$ cat config.mk
export PLATFORM = sky130hd
export DESIGN_NAME = gpu_rects
export DESIGN_NICKNAME = d
export VERILOG_FILES = /design/src/rtl/gpu_pkg.sv /design/src/rtl/vga_timing.sv /design/src/rtl/gpu_rects.sv
export SDC_FILE = /design/constraint.sdc
export NUM_CORES = 1
export LEC_CHECK = 0
export ABC_AREA = 1
export BUFFER_PORTS_ARGS = -buffer_cell sky130_fd_sc_hd__buf_2
export CAP_MARGIN = 10
export CORE_MARGIN = 4
export CORE_UTILIZATION = 50
export DETAILED_ROUTE_END_ITERATION = 8
export GPL_TIMING_DRIVEN = 0
export PLACE_DENSITY = 0.69
export SETUP_SLACK_MARGIN = 0.4
export SYNTH_ARGS = -nofsm -noshare
export SYNTH_HDL_FRONTEND = slang
export SYNTH_SLANG_ARGS = --single-unit
export TNS_END_PERCENT = 30
$ cat constraint.sdc
create_clock -name clk -period 2.4 [get_ports clk]
set_input_delay 0.72 -clock clk [delete_from_list [all_inputs] [get_ports clk]]
set_output_delay 0.72 -clock clk [all_outputs]
set_load 0.03 [all_outputs]
$ cat src/rtl/gpu_pkg.sv
// Shared display types and default 12 MHz VGA timing for the gpu_* blocks.
package gpu_pkg;

   localparam int POS_W        = 16;
   localparam int RECT_COLOR_W = 16;   // widest colour a channel entry can carry
   localparam int COLOR_W_DEF  = 3;

   localparam int H_VISIBLE_DEF = 320;
   localparam int H_FP_DEF      = 8;
   localparam int H_SYNC_DEF    = 38;
   localparam int H_BP_DEF      = 15;
   localparam int V_VISIBLE_DEF = 480;
   localparam int V_FP_DEF      = 10;
   localparam int V_SYNC_DEF    = 2;
   localparam int V_BP_DEF      = 33;

   typedef struct packed {
      logic                    en;
      logic signed [15:0]      x0;
      logic signed [15:0]      x1;
      logic signed [15:0]      y0;
      logic signed [15:0]      y1;
      logic [RECT_COLOR_W-1:0] color;
   } rect_t;

   localparam rect_t RECT_OFF = '0;

   // Half-open box test; positions are small unsigned counts viewed as signed.
   function automatic logic rect_hit(input rect_t r, input logic [POS_W-1:0] h,
                                     input logic [POS_W-1:0] v);
      logic signed [15:0] hs;
      logic signed [15:0] vs;
      hs = $signed(h);
      vs = $signed(v);
      return r.en && (hs >= r.x0) && (hs < r.x1) && (vs >= r.y0) && (vs < r.y1);
   endfunction

endpackage

$ cat src/rtl/vga_timing.sv
// Free-running horizontal/vertical counters with raw (undelayed) sync and visible flags.
module vga_timing
   import gpu_pkg::*;
#(
   parameter int H_VISIBLE = H_VISIBLE_DEF,
   parameter int H_FP      = H_FP_DEF,
   parameter int H_SYNC    = H_SYNC_DEF,
   parameter int H_BP      = H_BP_DEF,
   parameter int V_VISIBLE = V_VISIBLE_DEF,
   parameter int V_FP      = V_FP_DEF,
   parameter int V_SYNC    = V_SYNC_DEF,
   parameter int V_BP      = V_BP_DEF
)(
   input  logic             clk,
   input  logic             reset_n,
   output logic [POS_W-1:0] hpos,
   output logic [POS_W-1:0] vpos,
   output logic             hsync_raw,
   output logic             vsync_raw,
   output logic             visible
);

   localparam int H_TOTAL = H_VISIBLE + H_FP + H_SYNC + H_BP;
   localparam int V_TOTAL = V_VISIBLE + V_FP + V_SYNC + V_BP;

   localparam logic [POS_W-1:0] H_LAST = POS_W'(H_TOTAL - 1);
   localparam logic [POS_W-1:0] V_LAST = POS_W'(V_TOTAL - 1);
   localparam logic [POS_W-1:0] H_VIS  = POS_W'(H_VISIBLE);
   localparam logic [POS_W-1:0] V_VIS  = POS_W'(V_VISIBLE);
   localparam logic [POS_W-1:0] HS_BEG = POS_W'(H_VISIBLE + H_FP);
   localparam logic [POS_W-1:0] HS_END = POS_W'(H_VISIBLE + H_FP + H_SYNC);
   localparam logic [POS_W-1:0] VS_BEG = POS_W'(V_VISIBLE + V_FP);
   localparam logic [POS_W-1:0] VS_END = POS_W'(V_VISIBLE + V_FP + V_SYNC);

   always_ff @(posedge clk or negedge reset_n) begin
      if (!reset_n) begin
         hpos <= '0;
         vpos <= '0;
      end else if (hpos == H_LAST) begin
         hpos <= '0;
         vpos <= (vpos == V_LAST) ? '0 : vpos + 1'b1;
      end else begin
         hpos <= hpos + 1'b1;
      end
   end

   assign visible   = (hpos < H_VIS) && (vpos < V_VIS);
   assign hsync_raw = !((hpos >= HS_BEG) && (hpos < HS_END));
   assign vsync_raw = !((vpos >= VS_BEG) && (vpos < VS_END));

endmodule

$ cat src/rtl/gpu_rects.sv
// Multi-rectangle overlay: shadow/active geometry banks with per-frame commit,
// hit detection and fixed-priority colour mux, all aligned with the sync outputs.
module gpu_rects
   import gpu_pkg::*;
#(
   parameter int NRECT     = 4,
   parameter int COLOR_W   = COLOR_W_DEF,
   parameter int H_VISIBLE = H_VISIBLE_DEF,
   parameter int H_FP      = H_FP_DEF,
   parameter int H_SYNC    = H_SYNC_DEF,
   parameter int H_BP      = H_BP_DEF,
   parameter int V_VISIBLE = V_VISIBLE_DEF,
   parameter int V_FP      = V_FP_DEF,
   parameter int V_SYNC    = V_SYNC_DEF,
   parameter int V_BP      = V_BP_DEF,
   localparam int IDX_W    = (NRECT > 1) ? $clog2(NRECT) : 1
)(
   input  logic               clk,
   input  logic               reset_n,
   input  logic               wr_valid,
   output logic               wr_ready,
   input  logic [IDX_W-1:0]   wr_idx,
   input  logic               wr_en,
   input  logic signed [15:0] wr_x0,
   input  logic signed [15:0] wr_x1,
   input  logic signed [15:0] wr_y0,
   input  logic signed [15:0] wr_y1,
   input  logic [COLOR_W-1:0] wr_color,
   output logic               hsync,
   output logic               vsync,
   output logic [COLOR_W-1:0] color,
   output logic [15:0]        frame,
   output logic               frame_tick
);

   logic [POS_W-1:0] hpos_p0;
   logic [POS_W-1:0] vpos_p0;
   logic             hs_p0;
   logic             vs_p0;
   logic             vld_p0;
   logic             commit_p0;
   logic             wr_fire;
   rect_t            wr_rect;
   rect_t            shadow [NRECT];
   rect_t            active [NRECT];

   logic [NRECT-1:0]   hit_p1;
   logic               vld_p1;
   logic               hs_p1;
   logic               vs_p1;
   logic [COLOR_W-1:0] mux_p1;

   // ---- stage 0: timing counters, write port, commit ----
   vga_timing #(
      .H_VISIBLE (H_VISIBLE),
      .H_FP      (H_FP),
      .H_SYNC    (H_SYNC),
      .H_BP      (H_BP),
      .V_VISIBLE (V_VISIBLE),
      .V_FP      (V_FP),
      .V_SYNC    (V_SYNC),
      .V_BP      (V_BP)
   ) u_timing (
      .clk       (clk),
      .reset_n   (reset_n),
      .hpos      (hpos_p0),
      .vpos      (vpos_p0),
      .hsync_raw (hs_p0),
      .vsync_raw (vs_p0),
      .visible   (vld_p0)
   );

   assign commit_p0 = (hpos_p0 == '0) && (vpos_p0 == POS_W'(V_VISIBLE));
   // Holding writes off the commit cycle keeps the shadow stable while it is copied.
   assign wr_ready  = !commit_p0;
   assign wr_fire   = wr_valid && wr_ready && (int'(wr_idx) < NRECT);

   always_comb begin
      wr_rect       = RECT_OFF;
      wr_rect.en    = wr_en;
      wr_rect.x0    = wr_x0;
      wr_rect.x1    = wr_x1;
      wr_rect.y0    = wr_y0;
      wr_rect.y1    = wr_y1;
      wr_rect.color = RECT_COLOR_W'(wr_color);
   end

   always_ff @(posedge clk or negedge reset_n) begin
      if (!reset_n) begin
         for (int i = 0; i < NRECT; i++) begin
            shadow[i] <= RECT_OFF;
            active[i] <= RECT_OFF;
         end
      end else begin
         if (wr_fire)
            shadow[wr_idx] <= wr_rect;
         if (commit_p0)
            for (int i = 0; i < NRECT; i++)
               active[i] <= shadow[i];
      end
   end

   always_ff @(posedge clk or negedge reset_n) begin
      if (!reset_n) begin
         frame      <= '0;
         frame_tick <= 1'b0;
      end else begin
         frame_tick <= commit_p0;
         if (commit_p0)
            frame <= frame + 16'd1;
      end
   end

   // ---- stage 1: per-channel hit vector, visible flag, sync delay ----
   always_ff @(posedge clk or negedge reset_n) begin
      if (!reset_n) begin
         hit_p1 <= '0;
         vld_p1 <= 1'b0;
         hs_p1  <= 1'b1;
         vs_p1  <= 1'b1;
      end else begin
         for (int i = 0; i < NRECT; i++)
            hit_p1[i] <= rect_hit(active[i], hpos_p0, vpos_p0);
         vld_p1 <= vld_p0;
         hs_p1  <= hs_p0;
         vs_p1  <= vs_p0;
      end
   end

   // Commits land in vertical blanking, so reading active here matches the hits.
   always_comb begin
      mux_p1 = '0;
      for (int i = NRECT - 1; i >= 0; i--)
         if (hit_p1[i])
            mux_p1 = active[i].color[COLOR_W-1:0];
   end

   // ---- stage 2: output pins ----
   always_ff @(posedge clk or negedge reset_n) begin
      if (!reset_n) begin
         color <= '0;
         hsync <= 1'b1;
         vsync <= 1'b1;
      end else begin
         color <= vld_p1 ? mux_p1 : '0;
         hsync <= hs_p1;
         vsync <= vs_p1;
      end
   end

endmodule

==> impl_metrics.json, run 1 <==
{
  "status": "finished with violations",
  "violations": "negative setup slack",
  "initial_utilization_pct": 50.50,
  "grt_max_degree": 123,
  "ctsHtreeMaxLevel": 3,
  "ys_warn_count": 0,
  "drc_errors": 0,
  "cts_buffers": 68,
  "met1Wirelength_mm": 37.55,
  "wl_met2_mm": 40.64,
  "drtAntennaViolNets": 0,
  "cts.clk_slew.worst_paths_ns": 0.06,
  "cts_tree": "yes",
  "yosysTopAreaCellShare_pct": 49.35,
  "die-height_um": 254.9,
  "met3_length_mm": 5.823,
  "yosysTopAreaCell": "dfrtp_1",
  "routed.top_layer": "met4",
  "hold_viol_final": 0,
  "routedWlPerCell_um": 18.68,
  "max_freq_mhz": 321.5,
  "clock-root-buffer": "clkbuf_16",
  "first_iter_violations": 1962,
  "ys_ff_latch": 605,
  "layout_common_cells": "1166 x nand2_1, 571 x dfrtp_1, 467 x inv_1",
  "synth_area_leaders": "dfrtp_1 49%, nand2_1 14%, ha_1 10%",
  "endpoint_kind": "output pin",
  "areaGrowthSynthToFinish_pct": 17.28,
  "seqCellArea_um2": 15230,
  "drt_wl_total_mm": 87.86,
  "start_kind": "flip-flop",
  "final_common_cell": "nand2_1",
  "die_area_um2": 64970,
  "vias_per_cell": 5.351,
  "fillers": 5299,
  "dp_hpwl_mm": 60.44,
  "syn_inst": 3647,
  "worst_pin_slew_ns": 0.9737,
  "grt_pass1_wl_mm": 136.8,
  "clock_path_buffers": 3,
  "clk_latency_ns": 0.61,
  "crit_type": "reg2out",
  "multiInputGateArea_um2": 13050,
  "seq_area_frac_synth_pct": 49.69,
  "netlist_area_um2": 30480,
  "port_buffers": 95,
  "dieWidth_um": 254.9,
  "required_ns": 1.68,
  "antenna_found_initial": 4,
  "drive_above_1_share_pct": 12.17,
  "finalSetupViolCount": 1,
  "fin_crit_sh_pct": 129.6,
  "peakVddDrop_uv": 546.6,
  "gp_congestion": 0.9117,
  "fin_worst_skew_ns": 0.02725,
  "core_area_um2": 60360,
  "post-route-util_pct": 59.22,
  "slew_headroom_pct": 34.27,
  "slew_viol_final": 0,
  "rows": 90,
  "path_max_fanout": 3,
  "syn-num-nets": 3973,
  "postCtsHoldBufs": 0,
  "setup_slack_ns": -0.7105,
  "vias": 25165,
  "gr-total-overflow": 0,
  "io_pins": 96,
  "rsz0062_at_grt": "true",
  "nets": 4190,
  "worstHoldPathType": "in2async",
  "clock_sinks": 605,
  "grt_usage_pct": 27.26,
  "synth.distinct_cells": 42,
  "grt_pass1_vias": 24382,
  "dp.cells": 4530,
  "worstPathArrival_ns": 2.39,
  "final_cells": 4703,
  "p_leak_nw": 18.22,
  "pwr_density_cell_nw_per_um2": 653.3,
  "dr.pass1.iters": 5,
  "fin_crit_ns": 3.111,
  "syn_avg_cell_area_um2": 8.357,
  "max_cap_viol_count": 0,
  "finalPower_mw": 23.35
}
## cells in the mapped netlist
cell / n
nor2_4: 1
a21o_1: 3
buf_4: 34
a31oi_1: 1
a211oi_1: 2
nand3_2: 1
dfstp_2: 4
o211ai_1: 1
a21oi_1: 109
nand2_4: 4
dfrtp_1: 601
buf_6: 10
nand2_1: 1171
nor2_1: 100
xor2_1: 21
clkbuf_1: 48
inv_2: 3
nand3_4: 1
nor4_1: 9
a22oi_1: 3
nor4_2: 1
a2111oi_0: 1
nand2b_1: 1
buf_1: 3
inv_4: 1
nand3_1: 269
nor3b_1: 1
ha_1: 253
inv_1: 475
o21ai_0: 327
nor4_4: 1
o311ai_0: 1
nand4_1: 30
nand3b_1: 9
o21ai_1: 37
buf_2: 49
xnor2_1: 5
o21bai_1: 8
nor3_1: 40
or2_2: 1
o21a_1: 5
nor2_2: 2
## flip-flops by register name, summed over array words and instances (netlist names), 3 cells and up
register / count
hit_p1: 4
frame: 16
u_timing.hpos: 16
shadow: 272
active: 272
u_timing.vpos: 16
color: 3
## path summary, 6_finish.rpt
check | from | end | slack (ns) | cells past startpoint
worst min-delay path | reset_n | active[70]$_DFFE_PN0P_ | 0.07 | 1
min in group clk | hs_p1$_DFF_PN1_ | hsync$_DFF_PN1_ | 0.35 | 0
max in group asynchronous | reset_n | active[38]$_DFFE_PN0P_ | 0.34 | 4
worst max-delay path | u_timing.vpos[13]$_DFFE_PN0N_ | wr_ready | -0.71 | 10
worst min register to register | hs_p1$_DFF_PN1_ | hsync$_DFF_PN1_ | 0.35 | 0
worst max register to register | u_timing.vpos[13]$_DFFE_PN0N_ | shadow[30]$_DFFE_PN0P_ | 0.07 | 14
## critical path, stage by stage (launching register included)
cell and delay (ns):
dfrtp_4 0.48, nor2_2 0.14, nand2_1 0.09, inv_2 0.09, nand3_2 0.09, nor4_2 0.17, nand2_2 0.14, buf_12 0.16
buf_16 0.14, buf_12 0.14, buf_8 0.13
## logic make-up after synthesis
| family | after synthesis | share of synthesized area (%) |
|---|---|---|
| xor gates and xnor gates | 26 | 0.7472 |
| adders and majority gates | 253 | 10.39 |
| DFF | 605 | 49.69 |
| and+or+nand+nor | 1642 | 22.24 |
| buffers and inverters | 623 | 8.547 |
| AOI/OAI and AO/OA | 498 | 8.387 |
## stage by stage
step | setup slack [ns] | hold WS [ns] | TNS, ns | area (um2)
4_1_cts | -0.7091 | 0.07500 | -0.7091 | 35420
3_5_place_dp | -0.8420 | 0.3472 | -253.74 | 32140
2_1_floorplan | 0.1112 | 0.3452 | 0 | 30530
6_report | -0.7105 | 0.06603 | -0.7105 | 35740
3_3_place_gp | -13.37 | 0.3458 | -7543.34 | 31980
5_1_grt | -0.7763 | 0.1080 | -0.9027 | 35740
## layer usage
| layer | track usage (%) | vias to the layer above |
|---|---|---|
| li1 | - | 12088 |
| met1 | 37.07 | 12147 |
| met2 | 43.74 | 762 |
| met3 | 4.359 | 168 |
| met4 | 11.91 | 0 |
| met5 | 0 | - |
## power breakdown
| group | switching [mW] | internal [mW] |
|---|---|---|
| logic | 1.00 | 0.486 |
| registers | 0.353 | 10.9 |
| clock network | 4.37 | 6.20 |
| total | 5.73 | 17.6 |
## repair_timing
| item | in CTS | in global routing |
|---|---|---|
| gates resized for setup | 208 | 112 |
| gates cloned | 1 | 0 |
| pin swaps | 7 | 7 |
| endpoints found under the setup margin | 715 | 715 |
| setup buffers | 39 | 6 |
## final cells by class
| cell class | instances | area share, % |
|---|---|---|
| sequential | 605 | 42.62 |
| multi-input combinational | 2419 | 36.50 |
| clock buffer | 101 | 5.646 |
| inverter | 479 | 5.100 |
| buffer | 144 | 3.745 |
| timing repair buffer | 147 | 2.947 |
| tap | 782 | 2.737 |
| clock inverter | 24 | 0.6931 |
| antenna | 2 | 0.01400 |
(Power assumes the default switching activity.)
==> inputs of run 2 (changes only) <==
--- a/config.mk
+++ b/config.mk
@@ -6,7 +6,7 @@
 export NUM_CORES = 1
 export LEC_CHECK = 0
 export ABC_AREA = 1
-export BUFFER_PORTS_ARGS = -buffer_cell sky130_fd_sc_hd__buf_2
+export BUFFER_PORTS_ARGS = -buffer_cell sky130_fd_sc_hd__buf_4
 export CAP_MARGIN = 10
 export CORE_MARGIN = 4
 export CORE_UTILIZATION = 50
==> impl_metrics.json, run 2 (synthesized netlist as in run 1, its figures left out) <==
{
  "areaGrowthSynthToFinish_pct": 19.54,
  "fillers": 5181,
  "worst_pin_slew_ns": 0.7620,
  "crit_type": "reg2out",
  "required_ns": 1.68,
  "clock_sinks": 605,
  "clock_path_buffers": 3,
  "p_leak_nw": 18.45,
  "drc_errors": 0,
  "vias_per_cell": 5.364,
  "grt_max_degree": 123,
  "final_common_cell": "nand2_1",
  "rsz0062_at_grt": "true",
  "grt_pass1_vias": 24372,
  "nets": 4212,
  "core_area_um2": 60360,
  "fin_crit_sh_pct": 130.9,
  "fin_worst_skew_ns": 0.02972,
  "port_buffers": 95,
  "critPathMostFrequentCell": "buf_12",
  "drive_above_1_share_pct": 13.41,
  "worstHoldPathType": "in2async",
  "r2r_slack_ns": 0,
  "routedWlPerCell_um": 18.77,
  "clk_latency_ns": 0.62,
  "path_buf_inv": 5,
  "reg.largest.list": "active (272), shadow (272)",
  "gp_congestion": 0.9099,
  "cts.clk_slew.worst_paths_ns": 0.06,
  "critPathSlowestCell": "dfrtp_4",
  "multiInputGateArea_um2": 13190,
  "fin_crit_ns": 3.143,
  "post-route-util_pct": 60.36,
  "max_freq_mhz": 318.2,
  "seqCellArea_um2": 15230,
  "cts_tree": "yes",
  "io_pins": 96,
  "antenna_found_initial": 2,
  "final_cell_area_um2": 36430,
  "drt_wl_total_mm": 88.58,
  "status": "finished with violations",
  "worstPathArrival_ns": 2.42,
  "slew_viol_final": 0,
  "dieWidth_um": 254.9,
  "ctsHtreeMaxLevel": 3,
  "max_cap_viol_count": 0,
  "vias": 25313,
  "path_max_fanout": 3,
  "setup_slack_ns": -0.7426,
  "cts_buffers": 68,
  "rows": 90,
  "dr.pass1.iters": 6,
  "layout_common_cells": "1150 x nand2_1, 571 x dfrtp_1, 470 x inv_1",
  "slew_headroom_pct": 49.15,
  "drtAntennaViolNets": 0,
  "die-height_um": 254.9,
  "first_iter_violations": 2122,
  "grt_pass1_wl_mm": 137.6,
  "endpoint_kind": "output pin",
  "gr-total-overflow": 0,
  "finalSetupViolCount": 1,
  "initial_utilization_pct": 50.50,
  "path_cells": "inv_4 > ha_4 > nand4_1 > nor4_2 > nand2_2 > buf_12 > buf_16 > buf_12 > buf_8",
  "critPathTopFamily": "buffers and inverters",
  "violations": "negative setup slack",
  "clock-root-buffer": "clkbuf_16",
  "dp_slack_ns": -0.8121,
  "slowest_delay_ns": 0.49,
  "peakVddDrop_uv": 543.3,
  "dpl_cell_area_um2": 32380,
  "dp_hpwl_mm": 60.40,
  "die_area_um2": 64970,
  "start_kind": "flip-flop",
  "pwr_density_cell_nw_per_um2": 643.0,
  "hold_viol_final": 0,
  "grt_usage_pct": 27.32
}
==> run 2: cell count changes in the layout (fill, tap and decap cells not counted), sizes merged <==
cell	before	now
diode	2	1
clkinv	11	9
clkinvlp	5	7
buf	242	261
bufinv	3	4
clkbuf	150	149
bufbuf	0	1
inv	484	481
==> run 2: worst paths after layout <==
check | cells past startpoint | start | to
max | 9 | u_timing.vpos[1]$_DFFE_PN0N_ | wr_ready
min | 1 | reset_n | shadow[70]$_DFFE_PN0P_
max reg2reg | 13 | u_timing.vpos[1]$_DFFE_PN0N_ | active[46]$_DFFE_PN0P_
min reg2reg | 0 | hs_p1$_DFF_PN1_ | hsync$_DFF_PN1_
max in group asynchronous | 3 | reset_n | u_timing.vpos[6]$_DFFE_PN0N_
min in group clk | 0 | hs_p1$_DFF_PN1_ | hsync$_DFF_PN1_
==> run 2: timing repair <==
action / in CTS / in global routing
hold buffers: 0 / 0
resized for setup: 195 / 185
cloned: 1 / 5
endpoints found under the setup margin: 591 / 589
pin swaps: 14 / 23
buffers inserted: 40 / 22
==> run 2: worst register-to-register path: cells and delay by family (launching register included) <==
kind | cells | cell delay, ns
flops | 1 | 0.49
simple gates | 4 | 0.56
compound gates | 1 | 0.07
fa+ha+maj | 1 | 0.13
buf+inv | 7 | 1.02
==> run 2: where the power goes <==
part	total (mW)	leakage [nW]	switching [mW]	internal, mW
clock	10.6	1.09	4.37	6.25
sequential	11.3	7.95	0.349	10.9
combinational	1.52	9.42	1.00	0.518
total	23.4	18.5	5.72	17.7
==> run 2: per-layer routing <==
metal	global-route usage (%)	share of wire, %	up-vias
met1	36.96	43	12210
met5	0	0	-
met3	5.264	6.3	212
met2	44.55	46	760
li1	-	-	12131
met4	9.571	4.2	0
==> run 2: area by class of cell <==
class                      instances  share of cell area, %
sequential                       605                  41.81
clock buffer                      98                  5.485
tap                              782                  2.686
antenna                            1               0.006869
multi-input combinational       2419                  36.21
buffer                           144                  3.582
clock inverter                    22                 0.7178
timing repair buffer             169                  4.489
inverter                         479                  5.011
==> run 2: metrics by stage <==
stage / std cells / TNS (ns) / hold WS [ns] / total power, mW
finish: 4719 / -0.7426 / 0.1253 / 23.42
global route: 4719 / -2.177 / 0.1803 / 24.27
CTS: 4691 / -0.7691 / 0.1401 / 23.50
detailed placement: 4530 / -218.39 / 0.3481 / 12.91
global placement: 4524 / -3890.92 / 0.3456 / 12.83
floorplan: 3647 / 0 / 0.3452 / 12.16
